`src/rtl/rom_pkg.sv`:
```
// rtl/rom_pkg.sv - sizes, types and constant contents of the 32x4 lookup ROM
package rom_pkg;

  localparam int ROM_DEPTH  = 32;
  localparam int ROM_WIDTH  = 4;
  localparam int ROM_ADDR_W = 5;

  typedef logic [ROM_WIDTH-1:0]  rom_word_t;
  typedef logic [ROM_ADDR_W-1:0] rom_addr_t;

  // word(i) = (3*i + 5) mod 16; the pattern repeats every 16 entries
  localparam rom_word_t ROM_TABLE [ROM_DEPTH] = '{
    4'd5,  4'd8,  4'd11, 4'd14, 4'd1,  4'd4,  4'd7,  4'd10,
    4'd13, 4'd0,  4'd3,  4'd6,  4'd9,  4'd12, 4'd15, 4'd2,
    4'd5,  4'd8,  4'd11, 4'd14, 4'd1,  4'd4,  4'd7,  4'd10,
    4'd13, 4'd0,  4'd3,  4'd6,  4'd9,  4'd12, 4'd15, 4'd2
  };

endpackage

```
`src/rtl/rom_table.sv`:
```
// rtl/rom_table.sv - combinational address to word lookup
module rom_table
  import rom_pkg::*;
(
  input  rom_addr_t addr,
  output rom_word_t word
);

  always_comb begin
    word = ROM_TABLE[addr];
  end

endmodule

```
`src/rtl/rom.sv`:
```
// rtl/rom.sv - registered 32x4 constant ROM with read enable
// Optional ROM_VALID_EN adds a registered data_valid output.
module rom
  import rom_pkg::*;
(
  input  logic                  CLOCK_50,
  input  logic                  read,
  output logic [ROM_WIDTH-1:0]  data_out,
  input  logic [ROM_ADDR_W-1:0] addr,
  input  logic                  reset_n
`ifdef ROM_VALID_EN
  ,
  output logic                  data_valid
`endif
);

  rom_word_t table_word;
  rom_word_t data_out_d;
  rom_word_t data_out_q;

  rom_table u_table (
    .addr (addr),
    .word (table_word)
  );

  always_comb begin
    data_out_d = data_out_q;
    if (read) begin
      data_out_d = table_word;
    end
  end

  always_ff @(posedge CLOCK_50 or negedge reset_n) begin
    if (!reset_n) begin
      data_out_q <= '0;
    end else begin
      data_out_q <= data_out_d;
    end
  end

  assign data_out = data_out_q;

`ifdef ROM_VALID_EN
  logic data_valid_d;
  logic data_valid_q;

  always_comb begin
    data_valid_d = read;
  end

  always_ff @(posedge CLOCK_50 or negedge reset_n) begin
    if (!reset_n) begin
      data_valid_q <= 1'b0;
    end else begin
      data_valid_q <= data_valid_d;
    end
  end

  assign data_valid = data_valid_q;
`endif

endmodule

```
`config.mk`:
```
export PLATFORM = sky130hd
export DESIGN_NAME = rom
export DESIGN_NICKNAME = d
export VERILOG_FILES = /design/src/rtl/rom_pkg.sv /design/src/rtl/rom_table.sv /design/src/rtl/rom.sv
export SDC_FILE = /design/constraint.sdc
export NUM_CORES = 1
export LEC_CHECK = 0
export ABC_CLOCK_PERIOD_IN_PS = 950
export BUFFER_PORTS_ARGS = -buffer_cell sky130_fd_sc_hd__buf_2
export CORE_AREA = 2 2 39 41
export DETAILED_ROUTE_END_ITERATION = 10
export DIE_AREA = 0 0 41 43
export HOLD_SLACK_MARGIN = 0.05
export SLEW_MARGIN = 15
export SYNTH_ARGS = -nofsm -noshare
export SYNTH_HDL_FRONTEND = slang
export SYNTH_HIERARCHICAL = 1
export SYNTH_SLANG_ARGS = --single-unit
```
`constraint.sdc`:
```
create_clock -name CLOCK_50 -period 0.95 [get_ports CLOCK_50]
set_input_delay 0.1425 -clock CLOCK_50 [delete_from_list [all_inputs] [get_ports CLOCK_50]]
set_output_delay 0.1425 -clock CLOCK_50 [all_outputs]
set_load 0.01 [all_outputs]
```
**Word-level counts from Yosys, hierarchy flattened**

Memory sizes are Yosys's and may differ from the RTL's. A register that Yosys moved wholly into a read port is not among the register bits.
Index checks and enable logic that the tools add are counted.

- Output and inout port bits: 4
- Memories kept: 1
- Memory bits (read-only): 128
- Register bits after elaboration: 0

Memories:

| memory | words | width | read ports | clocked after Yosys merged registers in | write ports | line | RTL |
|---|---|---|---|---|---|---|---|
| (name not given) | 32 | 4 | 1 | 1 | 0 | rom_table.sv:10 | `word = ROM_TABLE[addr];` |

- Reductions and logical operators: 1
- Bitwise gates (word level): 1

Operators by type and width:

| cell | number |
|---|---|
| NOT 5 -> 6 bit | 1 |
| zero test 1 bit | 1 |

**Depth between registers and ports, before layout**

- Depth in word-level cells: 1
- Gate-level depth with buffers: 5
- Mapped depth without buffers: 5

**Cells and area by module**

The synthesis kept the hierarchy.

By module, submodules not included:

| module | area each (um2) | times used | cells each |
|---|---|---|---|
| rom | 145.1 | 1 | 8 |
| rom_table | 130.1 | 1 | 14 |

**Least setup slack after synthesis**

Ideal clock, no wire load.

- Path type: in2reg
- From: input addr[0]
- To: register data_out_q[3] (netlist: data_out[3])
- Arrival: 1.079 ns
- Path slack: -0.254 ns
- Data required time: 0.825 ns
- Stages on the path: 4
- Cell sequence: inv_1 > ha_1 > mux4_2 > mux2_2

- Word-level cells in the longest chain between the ends: 1

RTL lines:

| item | line | RTL |
|---|---|---|
| from (decl) | rom.sv:9 | `input logic [ROM_ADDR_W-1:0] addr,` |
| NOT 5 -> 6 bit (not written as such) | rom_table.sv:10 |  |
| to (decl) | rom.sv:19 | `rom_word_t data_out_q;` |

No other way between the ends.

**Worst setup path in the final report**

- From: input addr[1]
- To: register data_out_q[3] (netlist: data_out[3])

Same word-level chain as after synthesis.

==> qor.csv <==
stage,metric,value,unit
global_routing,Total GRT Usage,0.06928,
routing,Routed Antenna Nets,0,
power_and_ir_drop,Leak,0.2258,nW
global_routing,met1 global-route usage,0.07717,
routing,Wirelength per Cell,9.796,µm
sta,"Slew Viols, Final",0,
die,die area,1763,µm²
placed_design,port bufs,10,
power_and_ir_drop,VDD IR max,0.3309,mV
die,height of the chip,43,µm
layout,Fillers,139,
run,Max Cap Viol,0,
worst_setup_path,CP Capture Type,register,
sta,Achievable Freq,955.1,MHz
routing,Starting DRT DRC Count,0,
routing,Avg Vias per Cell,3.907,
sta,# setup viols final,1,
global_routing,GR peak layer,met2,
die,Initial Util,0.1989,
power_and_ir_drop,PD cells,1198,nW/µm²
clocking,htree depth,1,
sta,final hold violations,0,
worst_setup_path,Reg2Reg Depth,1,
layout,NumNets Final,53,
hold_path,hold crit path type,input port to register,
status,status,"finished, violations left",
clocking,register clock-pin slew on the reported worst setup and hold paths,40,ps
global_routing,largest net degree at the start of global routing,5,
layout,number of flip-flops in the largest register,4,
global_routing,initial antenna violation count,0,
global_routing,GR Overflow Total,0,
power_and_ir_drop,total chip power,0.0005934,W
logic_synthesis,register area share after synthesis,0.3636,
logic_synthesis,Syn Inst Count,22,
routing,DR pass1 iterations,1,
worst_setup_path,Critical Path Fanout Max,4,
clocking,TritonCTS clock tree,done,
die,row cnt,14,
logic_synthesis,Synth Area per Inst,12.51,µm²
logic_synthesis,"top cells by area, synth","dfrtp_1 36%, ha_1 23%, mux2_2 16%",
global_routing,vias in the first global route,204,
clocking,Root Buffer,clkbuf_4,
sta,RSZ-0062 raised after global routing,yes,
placed_design,pre-CTS WS,-486.1,ps
layout,ANT cells,0,
clocking,CTS Buffer Depth,2,
placed_design,RD Place Congestion,0.6624,
layout,layout cells sized above 1,0.7368,
die,Core Box Area,1384,µm²
logic_synthesis,synthesis warning total,6,
sta,Relative slew margins,0.9195,
worst_setup_path,critical path type,input port to register,
die,IO Count,12,
routing,vias,211,
logic_synthesis,post-synth top area share,0.3636,
sta,PnR worst setup slack,-97.00,ps
layout,Layout area overhead,80.00,%
logic_synthesis,Yosys top cell by area,dfrtp_1,
clocking,TritonCTS buffer count,3,
logic_synthesis,Syn Nets,35,
clocking,CTS sink count,4,
worst_setup_path,Required @ worst endpoint,1060,ps
routing,final WL,529,µm
routing,DRC,0,
sta,Slew @ Worst Pin,117.3,ps
sta,Final period util,1.102,
logic_synthesis,Netlist cell types,9,
global_routing,first-pass GRT wire length,765,µm
global_routing,global routing usage on met2,0.09375,
worst_setup_path,Worst setup SP type,input port,
die,Die W,41,µm
status,failing checks,setup timing,
sta,Final Critical Period,1047,ps
worst_setup_path,Slowest cell on crit path,mux4_2,
sta,final hold slack,233.7,ps
worst_setup_path,critical path cell sequence,buf_12 -> inv_16 -> ha_4 -> inv_2 -> mux4_2 -> mux2_4,
global_routing,met3 usage,0.03141,
worst_setup_path,max incr delay on CP,440,ps
hold_path,hold path cells,2,
sta,skew final,0,ps
clocking,Skew-Pair Late Insertion Delay,230,ps
logic_synthesis,register bit total from synthesis,4,
worst_setup_path,WP data arrival,1160,ps
logic_synthesis,synthesized area,275.3,µm²
placed_design,DP Wirelength,452.1,µm
==> cell families (layout without fill, tap and decap cells) <==
logic type    after synthesis  after routing  synth area share
mux                         6              6            0.2818
fa+ha+maj                   5              5            0.2273
buf+inv                     5             21           0.08181
flops                       4              4            0.3637
xor+xnor                    1              1           0.03182
simple gates                1              1           0.01362
==> per-stage QoR <==
| stage | setup TNS (ps) | instances | instance area, µm² | utilization |
|---|---|---|---|---|
| floorplan | -164.5 | 22 | 335.3 | - |
| global placement | -938.3 | 50 | 420.4 | 0.3038 |
| detailed placement | -963.5 | 50 | 420.4 | 0.3038 |
| CTS | -89.85 | 54 | 483.0 | 0.3490 |
| global route | -98.72 | 54 | 495.5 | 0.3580 |
| finish | -97.00 | 54 | 495.5 | 0.3580 |
==> final cells by class <==
cell class	instances	area (µm²)	share of cell area
Multi-Input combinational cell	13	196.4	0.3965
Tap cell	16	20.02	0.04040
Inverter	4	43.79	0.08838
Clock buffer	3	22.52	0.04545
Sequential cell	4	100.1	0.2020
Timing Repair Buffer	14	112.6	0.2273
==> placed cells by master (no fill, tap or decap), types with 2 or more instances in the layout <==
| master | netlist | routed |
|---|---|---|
| buf_2 | 0 | 8 |
| clkbuf_4 | 0 | 3 |
| buf_4 | 1 | 3 |
| ha_4 | 0 | 3 |
| dfrtp_1 | 4 | 4 |
| buf_12 | 0 | 2 |
| mux2_2 | 4 | 3 |
==> what timing repair did <==
| item | in CTS | in global routing |
|---|---|---|
| cloned | 0 | 0 |
| hold buffers | 1 | 0 |
| resized for setup | 9 | 2 |
| buffers inserted | 0 | 0 |
| endpoints found under the hold margin | 4 | 0 |
| endpoints found under the setup margin | 2 | 1 |
| pin swaps | 1 | 1 |
==> routing by layer <==
metal | share of wire | up-vias | wire [µm]
met3 | 0.12 | 0 | 61
met2 | 0.45 | 11 | 240
met4 | 0 | 0 | 0
met1 | 0.43 | 96 | 227
li1 | - | 104 | -
met5 | 0 | - | 0
==> power by group <==
group | switching [W] | total (W) | internal, W
Sequential | 0.0000120 | 0.000209 | 0.000197
Clock | 0.0000608 | 0.000202 | 0.000141
Combinational | 0.0000762 | 0.000183 | 0.000107
Total | 0.000149 | 0.000593 | 0.000444
==> path summary, 6_finish.rpt <==
check	slack (ps)	from	endpoint
setup / recovery	-100	addr[1]	data_out[3]
hold / removal	230	read	data_out[3]
setup reg to reg	200	data_out[3]	data_out[3]
hold reg to reg	500	data_out[1]	data_out[1]
max in group asynchronous	580	reset_n	data_out[2]
min in group asynchronous	250	reset_n	data_out[0]
==> Yosys cell counts <==
library cell	number
ha_1	5
dfrtp_1	4
inv_1	4
mux2_2	4
buf_4	1
mux2i_1	1
mux4_2	1
nor2_1	1
xnor2_1	1
==> worst max-delay path, delay by kind of cell <==
kind / cells / cell delay [ps]
adder cells (fa/ha/maj): 1 / 120
buffers and inverters: 3 / 190
multiplexers: 2 / 700
No activity file was read; power rests on OpenSTA's default activity.
